**src/rtl/vd_pkg.sv**
```systemverilog
// Shared encoder/decoder constants: code parameters, frame widths and encoder FSM states.
// Pure definitions; no logic, latency or flow control of its own.
package vd_pkg;

    localparam int K            = 3;
    localparam int FRAME_DATA_W = 8;
    localparam int FRAME_CODE_W = 2 * FRAME_DATA_W;

    // Octal 7 and octal 5, the classic K=3 rate-1/2 pair
    localparam logic [K-1:0] ENC_G0 = 3'b111;
    localparam logic [K-1:0] ENC_G1 = 3'b101;

    typedef enum logic [1:0] {
        IDLE = 2'd0,
        ENC  = 2'd1,
        DONE = 2'd2
    } enc_state_t;

endpackage

```
**src/rtl/conv_enc_step.sv**
```systemverilog
// One trellis step: coded pair (c0, c1) and next shift-register value for input bit b.
// Purely combinational, no flow control; also used by the decoder branch-metric model.
module conv_enc_step
    import vd_pkg::*;
#(
    parameter logic [K-1:0] G0 = ENC_G0,
    parameter logic [K-1:0] G1 = ENC_G1
) (
    input  logic         b,
    input  logic [K-2:0] sr,
    output logic         c0,
    output logic         c1,
    output logic [K-2:0] sr_nxt
);

    logic [K-1:0] taps;

    assign taps   = {b, sr};
    assign c0     = ^(taps & G0);
    assign c1     = ^(taps & G1);
    assign sr_nxt = {b, sr[K-2:1]};

endmodule

```
**src/rtl/conv_encoder_frame.sv**
```systemverilog
// Serial rate-1/2 K=3 encoder building one 2*DATA_W-bit frame per accepted byte; o_valid 8 edges after accept.
// Backpressure: o_ready only in IDLE, bytes offered while busy are dropped, not queued.
module conv_encoder_frame
    import vd_pkg::*;
#(
    parameter int           DATA_W          = FRAME_DATA_W,
    parameter logic [K-1:0] G0              = ENC_G0,
    parameter logic [K-1:0] G1              = ENC_G1,
    parameter bit           CLEAR_PER_FRAME = 1'b1
) (
    input  logic                i_clk,
    input  logic                i_rst_n,
    input  logic                i_valid,
    input  logic [DATA_W-1:0]   i_data,
    output logic                o_ready,
    output logic [2*DATA_W-1:0] o_data,
    output logic                o_valid,
    output logic                o_busy
);

    localparam int CNT_W = (DATA_W > 1) ? $clog2(DATA_W) : 1;

    enc_state_t          state;
    enc_state_t          state_nxt;
    logic [CNT_W-1:0]    cnt;
    logic [DATA_W-1:0]   shbuf;
    logic [K-2:0]        sr;
    logic [K-2:0]        sr_nxt;
    logic [2*DATA_W-1:0] stage;
    logic [2*DATA_W-1:0] stage_nxt;
    logic [2*DATA_W-1:0] data_q;
    logic                c0;
    logic                c1;
    logic                last_bit;

    conv_enc_step #(
        .G0 (G0),
        .G1 (G1)
    ) u_step (
        .b      (shbuf[DATA_W-1]),
        .sr     (sr),
        .c0     (c0),
        .c1     (c1),
        .sr_nxt (sr_nxt)
    );

    assign last_bit = (cnt == CNT_W'(DATA_W - 1));

    // Bit k's pair lands at the top end first so the frame reads MSB-first.
    always_comb begin
        stage_nxt = stage;
        for (int k = 0; k < DATA_W; k++) begin
            if (cnt == CNT_W'(k)) begin
                stage_nxt[2*(DATA_W-1-k) +: 2] = {c0, c1};
            end
        end
    end

    always_ff @(posedge i_clk or negedge i_rst_n) begin
        if (!i_rst_n) begin
            state <= IDLE;
        end else begin
            state <= state_nxt;
        end
    end

    always_comb begin
        state_nxt = state;
        case (state)
            IDLE:    if (i_valid) state_nxt = ENC;
            ENC:     if (last_bit) state_nxt = DONE;
            DONE:    state_nxt = IDLE;
            default: state_nxt = IDLE;
        endcase
    end

    always_ff @(posedge i_clk or negedge i_rst_n) begin
        if (!i_rst_n) begin
            cnt    <= '0;
            shbuf  <= '0;
            sr     <= '0;
            stage  <= '0;
            data_q <= '0;
        end else begin
            case (state)
                IDLE: begin
                    if (i_valid) begin
                        shbuf <= i_data;
                        cnt   <= '0;
                        stage <= '0;
                        if (CLEAR_PER_FRAME) begin
                            sr <= '0;
                        end
                    end
                end
                ENC: begin
                    shbuf <= {shbuf[DATA_W-2:0], 1'b0};
                    sr    <= sr_nxt;
                    stage <= stage_nxt;
                    if (last_bit) begin
                        data_q <= stage_nxt;
                    end else begin
                        cnt <= cnt + CNT_W'(1);
                    end
                end
                default: begin
                end
            endcase
        end
    end

    assign o_ready = (state == IDLE);
    assign o_valid = (state == DONE);
    assign o_busy  = (state == ENC) || (state == DONE);
    assign o_data  = data_q;

endmodule

```
**config.mk**
```make
export PLATFORM = sky130hd
export DESIGN_NAME = conv_encoder_frame
export DESIGN_NICKNAME = d
export VERILOG_FILES = /design/src/rtl/vd_pkg.sv /design/src/rtl/conv_enc_step.sv /design/src/rtl/conv_encoder_frame.sv
export SDC_FILE = /design/constraint.sdc
export NUM_CORES = 1
export LEC_CHECK = 0
export ABC_AREA = 1
export CORE_MARGIN = 2
export CORE_UTILIZATION = 35
export CTS_CLUSTER_SIZE = 24
export DETAILED_ROUTE_END_ITERATION = 7
export HOLD_SLACK_MARGIN = 0.15
export MAX_ROUTING_LAYER = met4
export SETUP_SLACK_MARGIN = 0.3
export SLEW_MARGIN = 20
export SYNTH_ARGS = -nofsm -noshare
export SYNTH_HDL_FRONTEND = slang
export SYNTH_SLANG_ARGS = --single-unit
```
**constraint.sdc**
```tcl
create_clock -name i_clk -period 2.55 [get_ports i_clk]
set_clock_uncertainty 0.05 [all_clocks]
set_input_delay 0.3825 -clock i_clk [delete_from_list [all_inputs] [get_ports i_clk]]
set_output_delay 0.3825 -clock i_clk [all_outputs]
set_load 0.05 [all_outputs]
```
==> reports/metrics.yaml <==
synth_cell_types: 26
leakagePower_nw: 1.34
synth_nets: 273
synth-seq-area-share_pct: 50.0
cap_violations: 0
min_period_ns: 2.11
cp_slowest_stage_delay_ns: 0.57
drc: 0
num_rows: 29
syn_inst: 251
cp_data_arrival_time_ns: 1.67
top_usage_layer: "met2"
r2r-start: "state[1]"
dieArea_um2: 7090
clock-root-buffer: "clkbuf_8"
grt_start_max_net_pins: 22
critPathSlowestCell: "dlygate4sd2_1"
first_global_vias: 1668
die_x_um: 84.2
dp_hpwl_mm: 3.25
setup_violations: 0
use_met1_pct: 19.3
ys_seq_elements: 45
ant_nets: 0
grt_pass1_wl_mm: 8.23
antenna_found_initial: 0
slew_headroom_pct: 64.7
cts.path.max_buffers: 2
fmax_mhz: 475
layout.nets: 305
final_common_cell: "nand2_1"
drt-initial-drc-count: 142
met3_usage_pct: 3.54
crit_chain: "inv_1 > ha_1 > dlygate4sd2_1"
grt-ovfl-total: 0
reg2reg_slack_ns: 0.82
drive_above_1_share_pct: 12.7
final_cell_mix: "63 x nand2_1, 45 x dfrtp_1, 30 x nand3_1"
finalWorstSetupSlack_ns: 0.445
cts.clk_slew.worst_paths_ns: 0.09
synth.avg_cell_area_um2: 8.97
finalCritPeriodShare_pct: 82.6
post_cts_buffers: 0
reg2reg_depth: 8
required_ns: 2.12
ios: 30
status: "finished clean"
worst_slew_pin_slew_ns: 0.527
clock-sinks: 45
grtUsageTotal_pct: 15.0
dieHeight_um: 84.2
startpoint_type: "register"
cts_made_buffers: 5
critPathKind: "register to output port"
crit_path_max_fanout: 4
wl_per_cell_um: 12.7
finalMaxSlewViolations: 0
async_reset_ff_share_pct: 100
peakVddDrop_uv: 970
gr-usage-met2_pct: 23.6
gp_congestion: 0.725
pre_cts_slack_ns: 0.471
ys.warnings.count: 0
antenna_cells: 0
synth_edf_count: 0
tns_ns: 0
coreArea_um2: 6280
cts.htree.levels: 2
ys.flop_type: "dfrtp_1"
rsz0062_at_grt: "no"
via_per_inst: 4.73
total_power_mw: 3.61
dr_total_vias: 1707
cts_tree: "done"
totalWireLength_mm: 4.60
clk_latency_ns: 0.30
power-per-cell-area_nw_per_um2: 1320
r2r_end: "cnt[0]"
hold_path_class: "primary input to asynchronous set/reset pin"
drt_first_pass_iters: 4
hold_viol: 0
endpoint_kind: "output port"
area_growth_pct: 21.1
io_buffers: 29
synth_area_um2: 2250
start_util_pct: 35.9
## critical path: cells and delay by family (launching register included)
| family | cells | cell delay, ns |
|---|---|---|
| adder cells (fa/ha/maj) | 1 | 0.30 |
| buffers and inverters | 2 | 0.68 |
| flip-flops | 1 | 0.41 |
## area by class of cell
cell class,instances,area (um^2)
tap,77,96.3
timing repair buffer,34,325
inverter,25,93.8
fill,625,3550
multi-input combinational,172,968
clock inverter,1,30.0
sequential,45,1130
clock buffer,7,86.3
## synth_stat cells (2+ instances only)
cell type | count | share of area [%]
o211ai_1 | 4 | 1.3
nand2_2 | 2 | 0.56
buf_2 | 3 | 0.67
o21ai_2 | 8 | 3.1
a31oi_1 | 2 | 0.56
nand2_1 | 63 | 11
buf_6 | 2 | 1.0
dfrtp_1 | 45 | 50
nand3_1 | 30 | 6.7
ha_1 | 11 | 6.1
buf_4 | 3 | 1.0
o21ai_0 | 26 | 5.8
nor2_1 | 8 | 1.3
inv_1 | 24 | 4.0
nand2_4 | 3 | 1.5
o22ai_1 | 2 | 0.56
or2_2 | 6 | 1.7
## worst max-delay path by stage
stage / from / end / cells past startpoint
2_1_floorplan: state[0] / shbuf[5] / 8
3_3_place_gp: state[0] / o_ready / 3
3_5_place_dp: state[0] / o_ready / 3
4_1_cts: state[0] / o_valid / 3
5_1_grt: state[0] / o_ready / 3
6_report: state[1] / o_ready / 3
## stage by stage
stage	cells	cell area, um^2	util (%)	hold slack, ns
after global placement	352	2600	41.4	0.215
final	361	2730	43.4	0.419
after floorplan	251	2250	-	0.0369
after CTS	361	2720	43.4	0.417
after detailed placement	352	2600	41.4	0.218
after global routing	361	2730	43.4	0.430
## state kept, by name, indices dropped and copies added, names as in the netlist
| name | cells |
|---|---|
| o_data | 16 |
| cnt | 3 |
| shbuf | 8 |
| sr | 2 |
| stage | 14 |
| state | 2 |
## logic make-up after synthesis
group | count (synthesis) | share of synthesized area (%)
fa+ha+maj | 11 | 6.11
compound gates | 46 | 13.2
flops | 45 | 50.0
simple gates | 115 | 23.7
buf+inv | 34 | 7.00
## per-layer routing
layer | part of all wire [%] | vias to the layer above
li1 | - | 882
met1 | 49 | 793
met2 | 46 | 26
met3 | 3.8 | 6
met4 | 1.5 | 0
met5 | 0 | -
## repair_timing
item,CTS,global route
hold endpoints to repair,9,0
hold buffers,1,0
cloned,0,0
setup endpoints to repair,2,1
gates resized for setup,2,1
## power breakdown
group          leakage, nW  switching (mW)  internal [mW]  total, mW
Clock               0.0585           0.243          0.320      0.563
Sequential           0.559           0.156          0.993       1.15
Combinational        0.718            1.28          0.614       1.90
Total                 1.34            1.68           1.93       3.61
(Power assumes the default switching activity.)
